**config.mk**
```make
export PLATFORM = sky130hd
export DESIGN_NAME = tone_mixer
export DESIGN_NICKNAME = d
export VERILOG_FILES = /design/src/rtl/tone_mixer.sv
export SDC_FILE = /design/constraint.sdc
export NUM_CORES = 1
export LEC_CHECK = 0
export CORE_MARGIN = 1
export CORE_UTILIZATION = 30
export DETAILED_ROUTE_END_ITERATION = 7
export PLACE_DENSITY_LB_ADDON = 0.05
export SLEW_MARGIN = 20
export SYNTH_ARGS = -nofsm -noshare
export SYNTH_HDL_FRONTEND = slang
export SYNTH_SLANG_ARGS = --single-unit
```
**constraint.sdc**
```tcl
create_clock -name clk -period 8.8 [get_ports clk]
set_input_delay 1.76 -clock clk [delete_from_list [all_inputs] [get_ports clk]]
set_output_delay 1.76 -clock clk [all_outputs]
set_load 0.02 [all_outputs]
```
**src/rtl/tone_mixer.sv**
```systemverilog
// -----------------------------------------------------------------------------
// tone_mixer
//
// Four-voice square-wave synthesiser with a PWM audio output. Each 8-bit
// frequency word is a half-period length in voice ticks; 0 silences the
// voice. The high phases of the voices are summed into a 10-bit sample. A
// free-running 1020-clock PWM frame latches that sample and turns it into a
// pulse width on a single output pin.
//
// Parameters:
//   TICK_DIV       clocks per voice tick (1 = every clock)
//   AMP            level a voice adds to the sample while in its high phase
//
// Ports:
//   clk            system clock, rising edge
//   reset          asynchronous, active-low reset
//   freq1..freq4   per-voice half-period in ticks, 0 = off
//   voice_active   bit i high while voice i+1 is running
//   audio_sample   registered sum of the voice levels (0..1020)
//   sample_strobe  one-clock pulse when the PWM frame latches a new sample
//   audio_pwm      PWM audio output
// -----------------------------------------------------------------------------
module tone_mixer #(
  parameter int unsigned TICK_DIV = 1,
  parameter int unsigned AMP      = 255
) (
  input  logic       clk,
  input  logic       reset,
  input  logic [7:0] freq1,
  input  logic [7:0] freq2,
  input  logic [7:0] freq3,
  input  logic [7:0] freq4,
  output logic [3:0] voice_active,
  output logic [9:0] audio_sample,
  output logic       sample_strobe,
  output logic       audio_pwm
);

  localparam int unsigned PRE_W      = (TICK_DIV > 1) ? $clog2(TICK_DIV) : 1;
  localparam logic [PRE_W-1:0] PRE_LAST = PRE_W'(TICK_DIV - 1);
  localparam logic [9:0]  AMP_W      = 10'(AMP);
  localparam logic [9:0]  FRAME_LAST = 10'd1019;

  // Prescaler
  logic [PRE_W-1:0] pre_q, pre_d;
  logic             tick;

  // Voice state, index i belongs to voice i+1
  logic [3:0][7:0] freq_w;
  logic [3:0][7:0] cur_q, cur_d;
  logic [3:0][7:0] cnt_q, cnt_d;
  logic [3:0]      ph_q,  ph_d;
  logic [3:0]      voice_active_q, voice_active_d;

  // Mixer and PWM
  logic [9:0] audio_sample_q, audio_sample_d;
  logic [9:0] pwm_cnt_q, pwm_cnt_d;
  logic [9:0] pwm_hold_q, pwm_hold_d;
  logic       frame_end;
  logic       sample_strobe_q;
  logic       audio_pwm_q, audio_pwm_d;

  assign freq_w = {freq4, freq3, freq2, freq1};

  // With TICK_DIV=1 the counter stays at 0, so tick is high every cycle.
  assign pre_d = (pre_q == PRE_LAST) ? '0 : pre_q + PRE_W'(1);
  assign tick  = (pre_q == '0);

  // Per-voice half-period sequencer.
  always_comb begin
    // NOTE: every combinational output gets a default before any branch, so
    // no path leaves a variable unassigned and no latch is inferred.
    cur_d = cur_q;
    cnt_d = cnt_q;
    ph_d  = ph_q;
    for (int i = 0; i < 4; i++) begin
      if (tick) begin
        if (cur_q[i] == 8'd0) begin
          // Idle: start a new voice high, or keep it parked at zero.
          cnt_d[i] = 8'd0;
          if (freq_w[i] == 8'd0) begin
            ph_d[i] = 1'b0;
          end else begin
            cur_d[i] = freq_w[i];
            ph_d[i]  = 1'b1;
          end
        end else if (freq_w[i] == 8'd0) begin
          // Silence takes effect on this tick, without waiting for the
          // end of the current half-period.
          cur_d[i] = 8'd0;
          cnt_d[i] = 8'd0;
          ph_d[i]  = 1'b0;
        end else if (cnt_q[i] == cur_q[i] - 8'd1) begin
          // Half-period boundary: the frequency word is re-sampled only
          // here, so mid-period changes wait for the boundary.
          cur_d[i] = freq_w[i];
          cnt_d[i] = 8'd0;
          ph_d[i]  = ~ph_q[i];
        end else begin
          cnt_d[i] = cnt_q[i] + 8'd1;
        end
      end
    end
  end

  always_comb begin
    voice_active_d = '0;
    for (int i = 0; i < 4; i++) begin
      voice_active_d[i] = (cur_d[i] != 8'd0);
    end
  end

  // Sum of the current phases; lands in audio_sample one clock after ph.
  always_comb begin
    audio_sample_d = '0;
    for (int i = 0; i < 4; i++) begin
      if (ph_q[i]) begin
        audio_sample_d = audio_sample_d + AMP_W;
      end
    end
  end

  assign frame_end   = (pwm_cnt_q == FRAME_LAST);
  assign pwm_cnt_d   = frame_end ? 10'd0 : pwm_cnt_q + 10'd1;
  assign pwm_hold_d  = frame_end ? audio_sample_q : pwm_hold_q;
  // pwm_cnt never reaches 1020, so a held 1020 keeps the output high all frame.
  assign audio_pwm_d = (pwm_cnt_q < pwm_hold_q);

  // NOTE: the voice arrays are a handful of flops, not a RAM, so clearing
  // them in the async reset costs nothing and keeps start-up deterministic.
  always_ff @(posedge clk or negedge reset) begin
    if (!reset) begin
      pre_q           <= '0;
      cur_q           <= '0;
      cnt_q           <= '0;
      ph_q            <= '0;
      voice_active_q  <= '0;
      audio_sample_q  <= '0;
      pwm_cnt_q       <= '0;
      pwm_hold_q      <= '0;
      sample_strobe_q <= 1'b0;
      audio_pwm_q     <= 1'b0;
    end else begin
      // NOTE: state updates are non-blocking so every register samples the
      // pre-edge values, independent of statement order.
      pre_q           <= pre_d;
      cur_q           <= cur_d;
      cnt_q           <= cnt_d;
      ph_q            <= ph_d;
      voice_active_q  <= voice_active_d;
      audio_sample_q  <= audio_sample_d;
      pwm_cnt_q       <= pwm_cnt_d;
      pwm_hold_q      <= pwm_hold_d;
      sample_strobe_q <= frame_end;
      audio_pwm_q     <= audio_pwm_d;
    end
  end

  assign voice_active  = voice_active_q;
  assign audio_sample  = audio_sample_q;
  assign sample_strobe = sample_strobe_q;
  assign audio_pwm     = audio_pwm_q;

endmodule
```
# [Word-level counts from Yosys, hierarchy flattened]
# Cells that the tools add are included.
[totals] regBits=105 in_bits=34 word_cells=117
[classes] n_addsub=13 magnitude_cmp=1 n_eq_ne=5 mux=54 bitwise=5 n_reduce_logical=20
[op_table] cell="2-to-1 mux 8 bit" count=33
[op_table] cell="logical NOT 8 bit" count=8
[op_table] cell="2-to-1 mux 10 bit" count=4
[op_table] cell="adder 8 x 1 -> 8 bit, second input constant" count=4
[op_table] cell="equality test 8 bit" count=4
[op_table] cell="nonzero test 8 bit" count=4
[op_table] cell="subtractor 8 x 1 -> 8 bit, second input constant" count=4
[op_table] cell="adder 10 x 8 -> 10 bit, second input constant" count=3
[op_table] cell="2-to-1 mux 1 bit" count=17
[op_table] cell="nonzero test 3 bit" count=4
[op_table] cell="adder 10 x 1 -> 10 bit, second input constant" count=1
[op_table] cell="equality test 10 bit, second input constant" count=1
[op_table] cell="< comparator 10 bit" count=1
[op_table] cell="AND reduction 2 bit" count=4
[op_table] cell="inverter 1 bit" count=5
[op_table] cell="adder 1 bit, second input constant" count=1

# [Logic depth before layout (Yosys ltp)]
[depth] depth_word=7 depth_mapped=14 ltp_nobuf=10

# [Least setup slack after synthesis]
# No wires, ideal clock.
[synth_timing] path_kind="input-to-reg" start="input freq1[3]" end="register voice_active_q[0] (netlist: voice_active[0])" setup_ns=0.139 arrival_time_ns=3.492 required_ns=8.661 setup_slack_ns=5.170 stages=7 cell_sequence="or4_1 nor2_1 nand2_1 nor2_1 nor2_1 a22o_1 or4_1"
[synth_lines] item="start: declaration" line_no="29" source="input logic [7:0] freq1,"
[synth_lines] item="end signal: assignment" line_no="150" source="voice_active_q <= voice_active_d;"
[synth_lines] item="end: declaration" line_no="53" source="logic [3:0] voice_active_q, voice_active_d;"

# [Worst setup path in the final report]
[layout_timing] start="input freq4[1]" end="register voice_active_q[3] (netlist: voice_active[3])"
[layout_via] elab_chain_len=5
[layout_lines] item="start: declaration" line_no="32" source="input logic [7:0] freq4,"
[layout_lines] item="logical NOT 8 bit / 2-to-1 mux 8 bit (equally long branches)" line_no="81, 87, 93"
[layout_lines] item="2-to-1 mux 8 bit (on tied branches)" line_no="87, 81"
[layout_lines] item="2-to-1 mux 8 bit *" line_no="78" source="if (cur_q[i] == 8'd0) begin"
[layout_lines] item="2-to-1 mux 8 bit *" line_no="77" source="if (tick) begin"
[layout_lines] item="nonzero test 8 bit *" line_no="109" source="voice_active_d[i] = (cur_d[i] != 8'd0);"
[layout_lines] item="via voice_active_d[3]" line_no="53"
# Mark *: on every way through the listed nets, which the timed path passes. The rest lies on a longest branch.
# A chain may end at the register's enable or synchronous reset.

==> flow_summary.ini <==
[outcome]
status = complete, no violations

[worst_setup_path]
start_kind = input port
critPathLaunch = freq4[1]
ff2ff_path_depth = 10
r2r_end = voice_active[2]
path_depth = 7
path_max_fanout = 6
max_stage_delay_ps = 670
cp_cell_sequence = clkdlybuf4s50_1 -> nor3_1 -> nand2_1 -> nor4_1 -> nor3_1 -> a221oi_1 -> or4b_1
cp_data_arrival_time_ps = 4320
cp_top_family = simple AND/OR/NAND/NOR gates
worst-r2r-setup-slack_ps = 5310
path_buf_inv = 1
crit_type = in -> reg
worstPathRequired_ps = 9020
crit_path_top_delay_cell = nor4_1
crit_path_end_kind = register
endpoint = voice_active[3]
r2r_start = cur_q[17]
cp_common_cell = nor3_1

[timing]
drv_slew = 0
rsz0062_at_grt = false
fin_setup_tns_ps = 0
hold_viol = 0
slew_headroom_pct = 34.9
fmax_mhz = 244
worstMarginPinSlew_ps = 977
min_period_over_period_pct = 46.5
setup_viol = 0
fin_skew_ps = 12.3
period_needed_ps = 4100

[power]
swShare_pct = 39.5
power_frac_comb_pct = 39.1
power.total_mw = 2.21
p_per_area_mw_per_mm2 = 323
p_sw_uw = 871
p_leak_nw = 2.88
clock_power_share_pct = 19.7
intPower_mw = 1.33
seq_power_share_pct = 41.3
ir_drop_v = 0.000110

[die]
dieArea_mm2 = 0.0199
die_h_um = 141
num_rows = 50
die_width_um = 141
pin_count = 50
core_mm2 = 0.0188
start_util_pct = 30.8

[synth]
synth_flop_cell = dfrtp_1
ys_ff_latch = 104
netlist_area_mm2 = 0.00580
yosys_warnings = 0
syn_avg_cell_area_um2 = 9.61
synthCells = 603
synth.distinct_cells = 58
ys_seq_area_share_pct = 44.9
synth_fp_nets = 664
async_flop_share_pct = 100
synth_edf_count = 0

[global_route]
grt_pass1_wl_um = 22600
grt_pass1_vias = 4308
antenna_found_initial = 0
grt_overflow_total = 0
grt_max_degree = 59
track_usage_pct = 14.4

[clocking]
clock_latency_ps = 360
clkSinkCount = 104
cts.clk_slew.worst_paths_ps = 70
post_cts_buffers = 0
cts_tree = yes
cts_resized = 0
clk_path_buf_depth = 2
postCtsHoldBufs = 0
ctsHtreeMaxLevel = 3
root_buffer = clkbuf_16
numCtsBuffers = 9

[place]
globalplace.congestion = 0.813
hpwl_um = 9640
port_buffers = 49

[drt]
dr.pass1.iters = 4
wl_um = 13100
drt_iter0_drc = 185
ant_nets = 0
vias_per_cell = 4.95
wire_per_inst_um = 14.4
num_vias = 4482
drcViolationCount = 0

[hold_path]
hold_path_class = reg -> reg

[cells_and_area]
finalNetCount = 702
multi_input_area_mm2 = 0.00298
n_antenna_cell = 0
ff_latch_area_mm2 = 0.00260
synthToLayoutAreaGrowth_pct = 17.9
nFillCells = 1896
layout-drive-gt1-share_pct = 4.80

[flow_run]
maxCapViolations = 0
-- area by class of cell --
| class | count | share of cell area [%] |
|---|---|---|
| inverter | 30 | 1.65 |
| clock inverter | 7 | 1.39 |
| multi-input combinational | 446 | 43.6 |
| tap | 260 | 4.76 |
| timing repair buffer | 50 | 7.25 |
| sequential | 104 | 38.1 |
| clock buffer | 9 | 3.30 |
-- cell families after synthesis --
logic type / after synthesis / synth area share (%)
AND/OR/NAND/NOR: 227 / 20.0
adder cells (fa/ha/maj): 27 / 5.96
flip-flops: 104 / 44.9
AO/OA/AOI/OAI: 120 / 14.4
XOR/XNOR: 70 / 10.6
multiplexers: 2 / 0.388
buffers and inverters: 53 / 3.76
-- worst min-delay path by stage --
stage | slack [ps] | to | from | cells after the start
final | 480 | pwm_hold_q[7] | audio_sample[7] | 2
after global routing | 530 | pwm_hold_q[4] | audio_sample[4] | 2
after CTS | 500 | pwm_hold_q[7] | audio_sample[7] | 2
after detailed placement | 480 | pwm_hold_q[7] | audio_sample[7] | 2
after global placement | 490 | pwm_hold_q[0] | audio_sample[0] | 1
after floorplan | 470 | pwm_cnt_q[0] | pwm_cnt_q[0] | 1
-- sequential cells by signal, indices dropped and copies added, names as in the netlist --
signal and flops:
audio_pwm 1, audio_sample 10, cnt_q 32, cur_q 32, ph_q 4, pwm_cnt_q 10, pwm_hold_q 10, sample_strobe 1
voice_active 4
-- power groups by stage --
stage	Clock, mW	Sequential (mW)	Combinational [mW]
5_1_grt	0.472	0.949	0.976
3_5_place_dp	0	0.917	0.866
2_1_floorplan	0	0.809	0.723
6_report	0.434	0.910	0.862
3_3_place_gp	0	0.921	0.864
4_1_cts	0.455	0.911	0.873
-- through the flow --
step	cell area (um2)	hold WS, ps	setup slack (ps)	util [%]	cells
5_1_grt	6830	530	4430	36.3	906
4_1_cts	6830	497	4730	36.3	906
3_5_place_dp	6510	484	4340	34.6	890
2_1_floorplan	5800	467	5170	-	603
6_report	6830	485	4700	36.3	906
3_3_place_gp	6510	491	4530	34.6	890
-- metal layers --
metal | GRT usage (%) | part of all wire (%)
met5 | 0 | 0
met4 | 4.23 | 1.3
met3 | 4.21 | 3.6
met2 | 21.2 | 44
met1 | 20.2 | 51
-- worst register-to-register path: cells and delay by family (launching register included) --
family,cells,cell delay (ps)
AOI/OAI and AO/OA,4,1000
adders and majority gates,1,250
buffers and inverters,1,120
DFF,1,430
and+or+nand+nor,4,1550
-- cells in the mapped netlist, types with 3 or more instances --
| master | count | share of area, % |
|---|---|---|
| a221o_1 | 4 | 0.69 |
| nand3_1 | 36 | 3.1 |
| or4_1 | 7 | 0.91 |
| a221oi_1 | 3 | 0.45 |
| nor2_1 | 63 | 4.1 |
| a21oi_1 | 18 | 1.6 |
| nor4b_1 | 3 | 0.45 |
| xor2_1 | 37 | 5.6 |
| buf_2 | 3 | 0.26 |
| a22oi_1 | 3 | 0.39 |
| dfrtp_1 | 104 | 45 |
| nor2b_1 | 4 | 0.43 |
| and3_1 | 13 | 1.4 |
| a21o_1 | 4 | 0.52 |
| o21ai_0 | 31 | 2.7 |
| or3_1 | 3 | 0.32 |
| xnor2_1 | 33 | 5.0 |
| nand2b_1 | 3 | 0.32 |
| inv_1 | 30 | 1.9 |
| nand2_1 | 45 | 2.9 |
| nor3_1 | 14 | 1.2 |
| a31oi_1 | 5 | 0.54 |
| a211o_1 | 4 | 0.60 |
| or2_2 | 3 | 0.32 |
| o211ai_1 | 5 | 0.65 |
| and2_1 | 8 | 0.86 |
| nor4_1 | 9 | 0.97 |
| ha_1 | 26 | 5.6 |
| a22o_1 | 27 | 4.1 |
| clkbuf_1 | 17 | 1.1 |
| o31ai_1 | 5 | 0.65 |
-- layout by cell type (no fill, tap or decap), types with 5 or more instances in the layout --
cell type        netlist  final
o31ai_1                5      5
clkbuf_16              0      9
nand3_1               36     36
or4_1                  7      7
o21ai_0               31     31
ha_1                  26     26
a22o_1                27     27
a31oi_1                5      5
xnor2_1               33     33
nor3_1                14     14
clkdlybuf4s50_1        0     48
dfrtp_1              104    104
and3_1                13     13
a21oi_1               18     18
o211ai_1               5      5
nor4_1                 9      9
nand2_1               45     45
xor2_1                37     37
nor2_1                63     63
inv_1                 30     30
and2_1                 8      8
No activity file was read; power rests on OpenSTA's default activity.
